`src/rtl/nes_pkg.sv`:
```
// Shared definitions for the game-ROM loading path.
//   state_t    : loader/arbiter FSM states (LOAD, DRAIN, HOLD, RUN)
//   wr_entry_t : one queued programmer write {target, addr, data}
//   PRG_AW / CHR_AW : PRG and CHR memory address widths
package nes_pkg;

    localparam int PRG_AW = 15;
    localparam int CHR_AW = 13;

    typedef enum logic [1:0] {
        LOAD  = 2'd0,
        DRAIN = 2'd1,
        HOLD  = 2'd2,
        RUN   = 2'd3
    } state_t;

    // is_chr = 0 targets PRG, 1 targets CHR.
    typedef struct packed {
        logic        is_chr;
        logic [15:0] addr;
        logic [7:0]  data;
    } wr_entry_t;

endpackage

```
`src/rtl/rom_wr_fifo.sv`:
```
// Synchronous FIFO for queued ROM writes.
// Ports:
//   clk, rst_n          : clock, asynchronous active-low reset (control only)
//   push, push_data     : enqueue (ignored while full)
//   pop                 : dequeue the head (ignored while empty)
//   head                : current head entry (valid when !empty)
//   full                : registered full flag, updates the cycle after the filling push
//   empty               : no entries stored
// Parameters: DEPTH (power of two, >= 2), entry_t (stored type).
module rom_wr_fifo #(
    parameter int  DEPTH   = 4,
    parameter type entry_t = logic [7:0]
) (
    input  logic   clk,
    input  logic   rst_n,
    input  logic   push,
    input  entry_t push_data,
    input  logic   pop,
    output entry_t head,
    output logic   full,
    output logic   empty
);

    localparam int AW = $clog2(DEPTH);
    localparam logic [AW:0] FULL_CNT = (AW+1)'(DEPTH);

    entry_t        mem_q [DEPTH];
    logic [AW-1:0] wr_ptr_q, wr_ptr_d;
    logic [AW-1:0] rd_ptr_q, rd_ptr_d;
    logic [AW:0]   count_q, count_d;
    logic          full_q, full_d;
    logic          do_push, do_pop;

    assign do_push = push && !full_q;
    assign do_pop  = pop && (count_q != '0);

    always_comb begin
        wr_ptr_d = wr_ptr_q;
        rd_ptr_d = rd_ptr_q;
        count_d  = count_q;
        if (do_push) begin
            wr_ptr_d = wr_ptr_q + 1'b1;
        end
        if (do_pop) begin
            rd_ptr_d = rd_ptr_q + 1'b1;
        end
        if (do_push && !do_pop) begin
            count_d = count_q + 1'b1;
        end else if (!do_push && do_pop) begin
            count_d = count_q - 1'b1;
        end
        full_d = (count_d == FULL_CNT);
    end

    always_ff @(posedge clk or negedge rst_n) begin
        if (!rst_n) begin
            wr_ptr_q <= '0;
            rd_ptr_q <= '0;
            count_q  <= '0;
            full_q   <= 1'b0;
        end else begin
            wr_ptr_q <= wr_ptr_d;
            rd_ptr_q <= rd_ptr_d;
            count_q  <= count_d;
            full_q   <= full_d;
        end
    end

    // Storage holds data only; validity is tracked by the pointers above.
    always_ff @(posedge clk) begin
        if (do_push) begin
            mem_q[wr_ptr_q] <= push_data;
        end
    end

    assign head  = mem_q[rd_ptr_q];
    assign full  = full_q;
    assign empty = (count_q == '0);

endmodule

```
`src/rtl/game_rom_arbiter.sv`:
```
// Game load sequencer and PRG/CHR ROM port arbiter.
// Programmer writes queue in a small FIFO and drain into single-port PRG/CHR
// memories. The NES is held in reset during load, then for HOLD_CYCLES after
// the FIFO drains. Afterwards CPU/PPU reads own their port; queued writes use
// only idle cycles and commit strictly in order.
// Ports:
//   Clk, Reset_n                 : clock, asynchronous active-low reset
//   load_start, load_done        : load sequencing pulses
//   prg_wren, chr_wren, wr_addr, wr_data, wr_ready, wr_dropped : write side
//   cpu_rd/cpu_addr/cpu_rd_valid : CPU PRG reads
//   ppu_rd/ppu_addr/ppu_rd_valid : PPU CHR reads
//   prg_mem_*, chr_mem_*         : memory ports (combinational)
//   nes_reset_hold, state        : NES reset and FSM state
//   write_count, checksum        : committed-write statistics since LOAD entry
// Optional: GAME_ROM_ARBITER_CHECKSUM_EN enables the running byte checksum;
// without it checksum is tied to zero.
module game_rom_arbiter
    import nes_pkg::*;
#(
    parameter int HOLD_CYCLES = 16,
    parameter int FIFO_DEPTH  = 4
) (
    input  logic        Clk,
    input  logic        Reset_n,
    input  logic        load_start,
    input  logic        load_done,
    input  logic        prg_wren,
    input  logic        chr_wren,
    input  logic [15:0] wr_addr,
    input  logic [7:0]  wr_data,
    output logic        wr_ready,
    input  logic        cpu_rd,
    input  logic [14:0] cpu_addr,
    input  logic        ppu_rd,
    input  logic [12:0] ppu_addr,
    output logic        cpu_rd_valid,
    output logic        ppu_rd_valid,
    output logic [14:0] prg_mem_addr,
    output logic [7:0]  prg_mem_wdata,
    output logic        prg_mem_we,
    output logic [12:0] chr_mem_addr,
    output logic [7:0]  chr_mem_wdata,
    output logic        chr_mem_we,
    output logic        nes_reset_hold,
    output logic [1:0]  state,
    output logic        wr_dropped,
    output logic [15:0] write_count,
    output logic [7:0]  checksum
);

    localparam int HCW = (HOLD_CYCLES > 1) ? $clog2(HOLD_CYCLES) : 1;

    state_t         state_q, state_d;
    logic [HCW-1:0] hold_cnt_q, hold_cnt_d;
    logic           wr_dropped_q, wr_dropped_d;
    logic [15:0]    write_count_q, write_count_d;
    logic           cpu_rd_valid_q, ppu_rd_valid_q;

    wr_entry_t push_entry, head;
    logic      wr_req, push, pop, fifo_full, fifo_empty;
    logic      arb_mode, cpu_rd_eff, ppu_rd_eff, head_blocked;
    logic      unused_head_bits;

    // PRG wins when both enables are high.
    assign wr_req            = prg_wren || chr_wren;
    assign push              = wr_req && !fifo_full;
    assign push_entry.is_chr = !prg_wren;
    assign push_entry.addr   = wr_addr;
    assign push_entry.data   = wr_data;

    // Reads only exist once the loader has released the bus to arbitration.
    assign arb_mode     = (state_q == HOLD) || (state_q == RUN);
    assign cpu_rd_eff   = arb_mode && cpu_rd;
    assign ppu_rd_eff   = arb_mode && ppu_rd;
    assign head_blocked = head.is_chr ? ppu_rd_eff : cpu_rd_eff;
    assign pop          = !fifo_empty && !head_blocked;

    rom_wr_fifo #(
        .DEPTH   (FIFO_DEPTH),
        .entry_t (wr_entry_t)
    ) u_fifo (
        .clk       (Clk),
        .rst_n     (Reset_n),
        .push      (push),
        .push_data (push_entry),
        .pop       (pop),
        .head      (head),
        .full      (fifo_full),
        .empty     (fifo_empty)
    );

    assign unused_head_bits = head.addr[15];

    // Memory ports: a read owns its port; otherwise the head may write it.
    always_comb begin
        prg_mem_addr  = '0;
        prg_mem_wdata = '0;
        prg_mem_we    = 1'b0;
        chr_mem_addr  = '0;
        chr_mem_wdata = '0;
        chr_mem_we    = 1'b0;
        if (cpu_rd_eff) begin
            prg_mem_addr = cpu_addr;
        end else if (pop && !head.is_chr) begin
            prg_mem_addr  = head.addr[PRG_AW-1:0];
            prg_mem_wdata = head.data;
            prg_mem_we    = 1'b1;
        end
        if (ppu_rd_eff) begin
            chr_mem_addr = ppu_addr;
        end else if (pop && head.is_chr) begin
            chr_mem_addr  = head.addr[CHR_AW-1:0];
            chr_mem_wdata = head.data;
            chr_mem_we    = 1'b1;
        end
    end

    // FSM next state; load_start overrides everything including load_done.
    always_comb begin
        state_d    = state_q;
        hold_cnt_d = hold_cnt_q;
        case (state_q)
            LOAD: begin
                if (load_done) begin
                    state_d = DRAIN;
                end
            end
            DRAIN: begin
                if (fifo_empty && !push) begin
                    state_d    = HOLD;
                    hold_cnt_d = HCW'(HOLD_CYCLES - 1);
                end
            end
            HOLD: begin
                if (hold_cnt_q == '0) begin
                    state_d = RUN;
                end else begin
                    hold_cnt_d = hold_cnt_q - 1'b1;
                end
            end
            default: ;
        endcase
        if (load_start) begin
            state_d = LOAD;
        end
    end

    always_comb begin
        wr_dropped_d  = wr_dropped_q;
        write_count_d = write_count_q;
        if (load_start) begin
            wr_dropped_d  = 1'b0;
            write_count_d = '0;
        end else begin
            if (wr_req && fifo_full) begin
                wr_dropped_d = 1'b1;
            end
            if (pop) begin
                write_count_d = write_count_q + 16'd1;
            end
        end
    end

    always_ff @(posedge Clk or negedge Reset_n) begin
        if (!Reset_n) begin
            state_q        <= LOAD;
            hold_cnt_q     <= '0;
            wr_dropped_q   <= 1'b0;
            write_count_q  <= '0;
            cpu_rd_valid_q <= 1'b0;
            ppu_rd_valid_q <= 1'b0;
        end else begin
            state_q        <= state_d;
            hold_cnt_q     <= hold_cnt_d;
            wr_dropped_q   <= wr_dropped_d;
            write_count_q  <= write_count_d;
            cpu_rd_valid_q <= cpu_rd_eff;
            ppu_rd_valid_q <= ppu_rd_eff;
        end
    end

`ifdef GAME_ROM_ARBITER_CHECKSUM_EN
    logic [7:0] checksum_q, checksum_d;

    always_comb begin
        checksum_d = checksum_q;
        if (load_start) begin
            checksum_d = '0;
        end else if (pop) begin
            checksum_d = checksum_q + head.data;
        end
    end

    always_ff @(posedge Clk or negedge Reset_n) begin
        if (!Reset_n) begin
            checksum_q <= '0;
        end else begin
            checksum_q <= checksum_d;
        end
    end

    assign checksum = checksum_q;
`else
    assign checksum = 8'h00;
`endif

    assign wr_ready       = !fifo_full;
    assign cpu_rd_valid   = cpu_rd_valid_q;
    assign ppu_rd_valid   = ppu_rd_valid_q;
    assign nes_reset_hold = (state_q != RUN);
    assign state          = state_q;
    assign wr_dropped     = wr_dropped_q;
    assign write_count    = write_count_q;

endmodule

```
`config.mk`:
```
export PLATFORM = sky130hd
export DESIGN_NAME = game_rom_arbiter
export DESIGN_NICKNAME = d
export VERILOG_FILES = /design/src/rtl/nes_pkg.sv /design/src/rtl/rom_wr_fifo.sv /design/src/rtl/game_rom_arbiter.sv
export SDC_FILE = /design/constraint.sdc
export NUM_CORES = 1
export LEC_CHECK = 0
export CORE_MARGIN = 2
export CORE_UTILIZATION = 45
export DETAILED_ROUTE_END_ITERATION = 6
export PLACE_DENSITY_LB_ADDON = 0.12
export SLEW_MARGIN = 20
export SYNTH_ARGS = -nofsm -noshare
export SYNTH_HDL_FRONTEND = slang
export SYNTH_SLANG_ARGS = --single-unit
export TNS_END_PERCENT = 100
```
`constraint.sdc`:
```
create_clock -name Clk -period 3.1 [get_ports Clk]
set_clock_uncertainty 0.2 [all_clocks]
set_input_delay 0.31 -clock Clk [delete_from_list [all_inputs] [get_ports Clk]]
set_output_delay 0.31 -clock Clk [all_outputs]
set_load 0.03 [all_outputs]
```
* Yosys cells after proc, flatten, opt, wreduce, memory -nomap -nowiden
Memory sizes are Yosys's and may differ from the RTL's.
Index checks and enable logic that the tools add are counted.
** Word-level totals
- Input port bits :: 60
- Logic and storage cells :: 88
- Memories kept :: 1
- Output and inout port bits :: 77
- RAM bits :: 100
- Register bits after elaboration :: 33
** Operators by class
- $add $sub $neg :: 6
- Eq/ne operators :: 10
- Mux-type cells :: 29
- Reduce and logical (&&, ||, !) cells :: 32
** Memories
- u_fifo.mem_q :: words 4, width 25, read ports 1, clocked after memory_dff 0, wr ports 1, line rom_wr_fifo.sv:27 : entry_t mem_q [DEPTH];
** Operators with widths (number)
- 2-to-1 mux 16 bit :: 2
- 2-to-1 mux 8 bit :: 4
- 2-to-1 mux 15 bit :: 2
- 2-to-1 mux 13 bit :: 2
- adder 16 x 1 -> 16 bit, second input constant :: 1
- logical AND 1 bit :: 12
- 2-to-1 mux 1 bit :: 9
- logical NOT 1 bit :: 8
- 2-to-1 mux 2 bit :: 4
- 2-to-1 mux 4 bit :: 2
- one-hot mux 4 bit (2 select lines) :: 1
- 2-to-1 mux 3 bit :: 2
- != test 2 bit, second input constant :: 3
- != test 3 bit, second input constant :: 2
- one-hot mux 2 bit (3 select lines) :: 1
- nonzero test 2 bit :: 3
- adder 2 x 1 -> 2 bit, second input constant :: 2
- == test 2 bit, second input constant :: 2
- logical NOT 4 bit :: 1
- AND reduction 4 bit :: 1
- nonzero test 4 bit :: 1
- subtractor 4 x 1 -> 4 bit, second input constant :: 1
- adder 3 x 1 -> 3 bit, second input constant :: 1
- == test 3 bit, second input constant :: 1
- other kinds (8) :: 9

* Logic depth before layout (Yosys ltp)
Gate-level depths: netlist of the first run.
- Word-level depth :: 11
- Mapped depth :: 9
- Depth with buffers taken out :: 8

* Cells and area by module
From an unflattened synthesis of the first run, not the netlist that was laid out.
** Unflattened totals
- Cell total of the unflattened synthesis :: 394
- Area total of the unflattened synthesis :: 6119.6 µm²
** By module, submodules not included
- rom_wr_fifo :: cells each 184, instances 1, seq. area each 3203.1 µm², area each 4201.5 µm²
- game_rom_arbiter :: cells each 210, instances 1, seq. area each 625.6 µm², area each 1918.1 µm²

* Worst setup path after synthesis of the first run
OpenSTA, ideal clock, no wires.
- Path type :: register -> output
- Start point :: reg state_q[0], in the netlist state[0]
- End point :: out prg_mem_addr[13]
- Setup slack :: 0.038 ns
- Arrival :: 2.552 ns
- Cell stages (with the launch flop) :: 8
- Path buffers :: 1
- Required time :: 2.590 ns
- Path through :: dfrtp_1 -> inv_1 -> ha_1 -> o21a_1 -> or3_4 -> clkinv_1 -> clkbuf_1 -> a22o_1
** Between the ends
- Word-level cells in the longest chain between the ends :: 9
- Elaborated cells on any way between the ends :: 11
- Those cells by class :: eq/ne: 2; mux: 3; reduce/logical: 6
** RTL lines
- start: declaration :: line game_rom_arbiter.sv:53 : state_t state_q, state_d;
- start signal: assignment :: line game_rom_arbiter.sv:173 : state_q <= state_d;
- == test 2 bit :: line game_rom_arbiter.sv:72 : assign arb_mode = (state_q == HOLD) || (state_q == RUN);
- logical OR 1 bit (*) :: line game_rom_arbiter.sv:72
- logical AND 1 bit, on equally long branches :: line game_rom_arbiter.sv:73, game_rom_arbiter.sv:74
- 2-to-1 mux 1 bit :: line game_rom_arbiter.sv:75 : assign head_blocked = head.is_chr ? ppu_rd_eff : cpu_rd_eff;
- logical NOT 1 bit :: line game_rom_arbiter.sv:76 : assign pop = !fifo_empty && !head_blocked;
- logical AND 1 bit :: line game_rom_arbiter.sv:76
- logical AND 1 bit :: line game_rom_arbiter.sv:104 : end else if (pop && !head.is_chr) begin
- 2-to-1 mux 15 bit :: line game_rom_arbiter.sv:104
- 2-to-1 mux 15 bit (*) :: line game_rom_arbiter.sv:102 : if (cpu_rd_eff) begin
- end: declaration :: line game_rom_arbiter.sv:38 : output logic [14:0] prg_mem_addr,
Mark *: on every way between the ends. The rest lies on a longest branch, timed or not.

* Worst setup path in the final report of the first run
- Start point :: reg state_q[0], in the netlist state[0]
- End point :: out prg_mem_we
** Between the ends
- Word-level cells in the longest chain between the ends :: 9
- Elaborated cells on any way between the ends :: 11
- Those cells by class :: eq/ne: 2; mux: 3; reduce/logical: 6
** RTL lines
- == test 2 bit :: line game_rom_arbiter.sv:72
- logical OR 1 bit (*) :: line game_rom_arbiter.sv:72
- logical AND 1 bit, on equally long branches :: line game_rom_arbiter.sv:73, game_rom_arbiter.sv:74
- 2-to-1 mux 1 bit :: line game_rom_arbiter.sv:75
- logical NOT 1 bit :: line game_rom_arbiter.sv:76
- logical AND 1 bit :: line game_rom_arbiter.sv:76
- logical AND 1 bit :: line game_rom_arbiter.sv:104
- 2-to-1 mux 1 bit :: line game_rom_arbiter.sv:104
- 2-to-1 mux 1 bit (*) :: line game_rom_arbiter.sv:102
- end: declaration :: line game_rom_arbiter.sv:40 : output logic prg_mem_we,
Marked as above.

==> summary.md, run 1 <==
| Metric | Value |
|---|---|
| Synth cell types | `52` |
| GRT Overall Usage | `19.1%` |
| RSZ-0062 raised after global routing | `true` |
| Post-synth ARST share | `25.6%` |
| WP data required | `2590 ps` |
| Final hold slack | `125 ps` |
| Peak Freq | `0.338 GHz` |
| Max-slew headroom | `53.4%` |
| Core area | `0.0126 mm2` |
| DRC | `0` |
| Area contributors post-synth | `edfxtp_1 49%, dfrtp_1 14%, mux4_2 8.5%` |
| Routed length per instance | `17.8 um` |
| Worst-case reg-to-reg path depth | `9` |
| Critical path class | `reg2out` |
| Placement row count | `41` |
| Post-route clock period utilization | `95.3%` |
| Maximum VDD drop | `0.000679 V` |
| Outcome | `completed` |
| Layout cells sized above 1 | `23.8%` |
| R2R setup slack | `580 ps` |
| Startpoint types | `register` |
| Max-slew violations | `0` |
| Ys flop type | `edfxtp_1` |
| H-tree levels | `4` |
| Via count | `3,787` |
| Worst r2r src | `state[0]` |
| # fillers | `1,010` |
| Initial Utilization | `46.2%` |
| Port bufs | `127` |
| RR Endpoint | `u_fifo.full` |
| Setup violations, final | `0` |
| Sequential share of the synthesized area | `63.6%` |
| Die area | `0.0139 mm2` |
| Via/cell ratio | `5.30` |
| Clock Tree Buf Depth | `2` |
| WL final | `12,700 um` |
| Post-synth design cell area | `0.00583 mm2` |
| Pwr dens | `1150 mW/mm2` |
| Die Span X | `118 um` |
| Post-synthesis cell count | `383` |
| Root Buffer | `clkbuf_16` |
| Gpl congestion | `0.779` |
| Layout area overhead | `33.0%` |
| Hold_buf cts | `0` |
| Critical Path End Type | `primary output` |
| Clock buffer count from CTS | `17` |
| Leading area contributor after synthesis | `edfxtp_1` |
| HP Class | `in2async` |
| Seq cells post-synth | `129` |
| Leak | `2.97 nW` |
| Final hold violations | `0` |
| Worst-margin pin slew | `692 ps` |
| Die height | `118 um` |
| Avg Inst Size Synth | `15.2 um2` |
| Post-DP HPWL | `8660 um` |
| Post-synth EDFFs | `96` |
| Grt ovf | `0` |
| Finished Layout Cells | `714` |
| Crit path max fanout | `17` |
| Iter 0 DRT Violations | `261` |
| Syn. warnings | `0` |
| Area share of the leading cell type in the synthesized netlist | `49.5%` |
| Placed Instances | `682` |
| Largest net degree at the start of global routing | `34` |
| Initial antenna violation count | `0` |
| N_diodes | `0` |
| Post-route antenna net violation count | `0` |
| I/O pin cnt | `137` |
| Global-route wire length before repair | `20,300 um` |
| CTS tree | `yes` |
| Final net count | `602` |
| 1st-pass router iterations | `4` |
| Clock sinks | `129` |
| CP arrival | `2450 ps` |
| Clk_lat worst skew | `410 ps` |
| Shortest period the worst path allows | `2960 ps` |
| Vias in the first global route | `3,859` |
| Clock slew at reported path FFs | `60 ps` |
| Max-cap violations | `0` |
-- repair_timing --
| action | CTS | global route |
|---|---|---|
| gates cloned | 0 | 0 |
| pin swaps | 0 | 0 |
| endpoints found under the setup margin | 24 | 26 |
| resized for setup | 38 | 35 |
| buffers inserted | 0 | 0 |
-- metrics by stage --
step	util (%)	setup slack (ps)	power [mW]	TNS, ps	cell area, um2
floorplan	-	38.2	5.58	0	5850
CTS	62.2	4.67	9.07	0	7850
global placement	57.7	176	7.22	0	7290
global route	61.4	-2.96	9.38	-2.96	7750
detailed placement	57.7	146	7.30	0	7290
finish	61.4	145	8.91	0	7750
-- kinds of logic after synthesis --
logic type / share of synthesized area [%]
mux: 9.58
simple gates: 7.49
other cells: 0.0643
buf+inv: 3.61
compound gates: 10.1
fa+ha+maj: 2.79
xor+xnor: 2.71
flops: 63.6
-- critical path: stages (launching register included) --
cell and delay, ps:
dfrtp_1 390, inv_1 100, ha_1 220, o21a_1 200, or3_4 390, clkinv_1 80, buf_4 230, dlygate4sd2_1 430
-- final cells by class --
type | instances | area, um2 | share of cell area (%)
sequential | 129 | 3710 | 47.9
multi-input combinational | 218 | 1940 | 25.0
timing repair buffer | 147 | 1260 | 16.3
clock buffer | 19 | 433 | 5.59
tap | 172 | 215 | 2.78
clock inverter | 13 | 138 | 1.78
inverter | 16 | 60.1 | 0.775
-- flip-flops by register name, indices dropped and copies added, names as in the netlist --
signal / flops
u_fifo.count_q: 3
u_fifo.rd_ptr_q: 2
u_fifo.mem_q: 96
ppu_rd_valid: 1
write_count: 16
hold_cnt_q: 4
u_fifo.full: 1
state: 2
u_fifo.wr_ptr_q: 2
cpu_rd_valid: 1
wr_dropped: 1
-- report_power, final --
part / internal [mW] / switching, mW
Clock: 1.18 / 0.721
Sequential: 2.37 / 0.149
Combinational: 1.69 / 2.80
Total: 5.24 / 3.67
-- placed cells by master, fill, tap and decap left out, drive strengths merged, types with 2 or more instances in the layout --
| master | n |
|---|---|
| a2111oi | 4 |
| a211oi | 2 |
| a21boi | 2 |
| a21oi | 8 |
| a22o | 28 |
| a22oi | 2 |
| and2 | 21 |
| and3 | 3 |
| buf | 42 |
| bufinv | 2 |
| clkbuf | 41 |
| clkdlybuf4s50 | 81 |
| clkinv | 8 |
| clkinvlp | 2 |
| conb | 8 |
| dfrtp | 33 |
| edfxtp | 96 |
| ha | 13 |
| inv | 17 |
| mux4 | 24 |
| nand2 | 12 |
| nand2b | 2 |
| nand3 | 5 |
| nand4 | 4 |
| nor2 | 16 |
| nor2b | 3 |
| nor3 | 5 |
| nor4 | 3 |
| o2111ai | 2 |
| o211ai | 4 |
| o21ai | 12 |
| or2 | 2 |
| xnor2 | 12 |
| xor2 | 6 |
-- per-layer routing --
metal	global-route usage (%)	wire [um]	vias up
li1	-	-	1764
met1	24.9	5500	1885
met2	30.5	6390	126
met3	6.69	671	12
met4	5.35	114	0
met5	0	0	-
-- Yosys cell counts (all sizes together) (3+ instances only) --
library cell,number
nor4,3
xor2,6
a21oi,8
xnor2,12
inv,15
a22o,28
o21ai,12
nor3,5
and2,21
nor2,16
clkbuf,11
nand4,4
and3,3
a2111oi,4
dfrtp,33
o211ai,4
edfxtp,96
nand3,5
ha,13
nor2b,3
nand2,12
buf,16
mux4,24
-- worst max path at each step --
| stage | startpoint | end | slack, ps | depth (start not counted) |
|---|---|---|---|---|
| 4_1_cts | state[0] | prg_mem_addr[2] | 5 | 8 |
| 2_1_floorplan | state[0] | prg_mem_addr[13] | 40 | 7 |
| 3_3_place_gp | state[0] | prg_mem_addr[10] | 180 | 8 |
| 6_report | state[0] | prg_mem_we | 140 | 7 |
| 5_1_grt | state[0] | prg_mem_we | -3 | 7 |
| 3_5_place_dp | state[0] | prg_mem_addr[10] | 150 | 8 |
Note: power is estimated with default switching activity, not from simulation.
==> run 2: changes to the inputs <==
--- a/config.mk
+++ b/config.mk
@@ -9,7 +9,6 @@
 export CORE_UTILIZATION = 45
 export DETAILED_ROUTE_END_ITERATION = 6
 export PLACE_DENSITY_LB_ADDON = 0.12
-export SLEW_MARGIN = 20
 export SYNTH_ARGS = -nofsm -noshare
 export SYNTH_HDL_FRONTEND = slang
 export SYNTH_SLANG_ARGS = --single-unit
==> results of run 2 <==
Final layout, timing and power as in run 1 (identical DEF).
==> run 3: changes to the inputs <==
--- a/config.mk
+++ b/config.mk
@@ -8,6 +8,7 @@
 export CORE_MARGIN = 2
 export CORE_UTILIZATION = 45
 export DETAILED_ROUTE_END_ITERATION = 6
+export GPL_TIMING_DRIVEN = 0
 export PLACE_DENSITY_LB_ADDON = 0.12
 export SYNTH_ARGS = -nofsm -noshare
 export SYNTH_HDL_FRONTEND = slang
==> constraint.sdc (replaced) <==
create_clock -name Clk -period 3.6 [get_ports Clk]
set_clock_uncertainty 0.2 [all_clocks]
set_input_delay 0.36 -clock Clk [delete_from_list [all_inputs] [get_ports Clk]]
set_output_delay 0.36 -clock Clk [all_outputs]
set_load 0.03 [all_outputs]
==> run 3 against run 2 <==
  * Highest routed layer unchanged
  * Non-clock buffer count grew 9
  * Critical endpoint is now prg_mem_addr[6]
  * Sequential share of layout area down 1.3 points
  * Clock power down 13%
==> summary.md, run 3 (synthesized netlist as in run 1, its figures left out) <==
| Metric | Value |
|---|---|
| Clock sinks | `129 (unchanged)` |
| Critical path class | `reg2out (unchanged)` |
| Grt ovf | `0 (unchanged)` |
| Worst-margin pin slew | `1300 ps (was 692 ps)` |
| GRT Overall Usage | `20.8% (was 19.1%)` |
| Leak | `3.03 nW (was 2.97 nW)` |
| Port bufs | `127 (unchanged)` |
| Outcome | `completed (unchanged)` |
| Clock Tree Buf Depth | `2 (unchanged)` |
| Vias in the first global route | `4,108 (was 3,859)` |
| Most frequent cells in the layout | `99 x clkdlybuf4s50_1, 96 x edfxtp_1, 33 x dfrtp_1 (was 96 x edfxtp_1, 81 x clkdlybuf4s50_1, 41 x buf_4)` |
| I/O pin cnt | `137 (unchanged)` |
| Placement row count | `41 (unchanged)` |
| DRC | `0 (unchanged)` |
| Layout cells sized above 1 | `17.8% (was 23.8%)` |
| Max-cap violations | `0 (unchanged)` |
| Global-route wire length before repair | `21,900 um (was 20,300 um)` |
| Routed length per instance | `18.9 um (was 17.8 um)` |
| Initial antenna violation count | `0 (unchanged)` |
| Die height | `118 um (unchanged)` |
| Final hold violations | `0 (unchanged)` |
| Total number of cells along the worst setup path | `9 (was 7)` |
| Shortest period the worst path allows | `3460 ps` |
| CTS tree | `yes (unchanged)` |
| # fillers | `992 (was 1,010)` |
| Pre-CTS setup slack | `-303 ps (was 146 ps)` |
| Initial Utilization | `46.2% (unchanged)` |
| Gpl congestion | `0.801 (was 0.779)` |
| Most common cell after layout, fill and taps aside | `clkdlybuf4s50_1 (was edfxtp_1)` |
| Setup violations, final | `0 (unchanged)` |
| Largest net degree at the start of global routing | `34 (unchanged)` |
| Critical Path Most Common Cell | `buf_4` |
| Post-route clock period utilization | `96.1%` |
| Via count | `3,861 (was 3,787)` |
| Startpoint types | `register (unchanged)` |
| Crit path largest cell delay | `410 ps (was 430 ps)` |
| Clock slew at reported path FFs | `60 ps (about the same)` |
| Max reg flops | `96 (unchanged)` |
| Peak Freq | `0.289 GHz` |
| CP arrival | `2900 ps (was 2450 ps)` |
| Max-slew violations | `0 (unchanged)` |
| Clk_lat worst skew | `410 ps (about the same)` |
| Biggest register | `u_fifo.mem_q (unchanged)` |
| CP max stage cell | `or3_4 (was dlygate4sd2_1)` |
| Die area | `0.0139 mm2 (unchanged)` |
| Placed Instances | `689 (was 682)` |
| Root Buffer | `clkbuf_16 (unchanged)` |
| Buf/Inv on CP | `5 (was 4)` |
| CP cell instances | `inv_1 -> ha_2 -> o21a_4 -> or3_4 -> clkinv_2 -> buf_4 -> buf_4 -> a22o_1 -> clkdlybuf4s15_2 (was inv_1 -> ha_1 -> o21a_1 -> or3_4 -> clkinv_1 -> buf_4 -> dlygate4sd2_1)` |
| Layout area overhead | `36.8% (was 33.0%)` |
| Finished Layout Cells | `723 (was 714)` |
| Post-route antenna net violation count | `0 (unchanged)` |
| Post-DP HPWL | `9190 um (was 8660 um)` |
| TNS Setup | `0 ps (unchanged)` |
| CP top delay family | `buffers and inverters (unchanged)` |
| Crit path max fanout | `10 (was 17)` |
| RSZ-0062 raised after global routing | `false (was true)` |
| Final net count | `611 (was 602)` |
| Die Span X | `118 um (unchanged)` |
| Iter 0 DRT Violations | `314 (was 261)` |
| Maximum VDD drop | `0.000645 V (was 0.000679 V)` |
| Final hold slack | `319 ps (was 125 ps)` |
| N_diodes | `0 (unchanged)` |
| HP Class | `reg2reg (was in2async)` |
| Pwr dens | `995 mW/mm2 (was 1150 mW/mm2)` |
| Final WS setup | `142 ps (was 145 ps)` |
| Via/cell ratio | `5.34 (was 5.30)` |
| Core area | `0.0126 mm2 (unchanged)` |
| Clock buffer count from CTS | `17 (unchanged)` |
| Max-slew headroom | `13.6% (was 53.4%)` |
| WP data required | `3040 ps (was 2590 ps)` |
| Critical Path End Type | `primary output (unchanged)` |
| Hold Path Depth | `2` |
| WL final | `13,600 um (was 12,700 um)` |
| Worst-case reg-to-reg path depth | `3 (was 9)` |
| H-tree levels | `4 (unchanged)` |
| 1st-pass router iterations | `6 (was 4)` |
==> run 3: cell type report <==
class,count,area (um2),share of cell area (%)
tap,172,215,2.70
sequential,129,3710,46.5
clock buffer,19,433,5.43
buffer,26,170,2.13
timing repair buffer,130,1300,16.3
inverter,16,65.1,0.816
multi-input combinational,218,1950,24.4
clock inverter,13,138,1.73
==> run 3: final timing paths <==
check	startpoint	endpoint	slack, ps
setup / recovery	state[0]	prg_mem_addr[6]	140
hold / removal	wr_dropped	wr_dropped	320
setup reg to reg	u_fifo.full	u_fifo.mem_q[1][22]	930
hold reg to reg	wr_dropped	wr_dropped	320
max in group asynchronous	Reset_n	write_count[13]	2320
min in group asynchronous	Reset_n	hold_cnt_q[2]	370
==> run 3: where the power goes <==
group	switching, mW	internal (mW)	total [mW]
combinational	2.47	1.62	4.09
clock	0.644	1.02	1.66
sequential	0.124	2.05	2.18
total	3.23	4.69	7.93
==> run 3: stage by stage <==
step                      area [um2]  total power [mW]  util (%)
final                           7970              7.93      63.2
after global routing            7970              8.34      63.2
after CTS                       7970              8.02      63.1
after detailed placement        7340              6.38      58.1
after global placement          7340              6.30      58.2
after floorplan                 5850              4.81         -
==> run 3: per-layer routing <==
layer	GRT usage, %	vias to the layer above	part of all wire [%]
met5	0	-	0
met4	6.63	0	0.73
met3	6.49	8	6.7
met2	34.4	136	50
met1	26.3	1933	42
li1	-	1784	-
==> run 3: timing repair <==
item / CTS / global route
pin swaps: 0 / 0
buffers inserted: 2 / 0
gates resized for setup: 58 / 8
endpoints found under the setup margin: 46 / 31
endpoints found under the hold margin: 33 / 0
hold buffers: 1 / 0
==> run 3: worst min-delay path: stages (launching register included) <==
cell and delay [ps]:
dfrtp_1 380, inv_1 50, a21oi_1 50
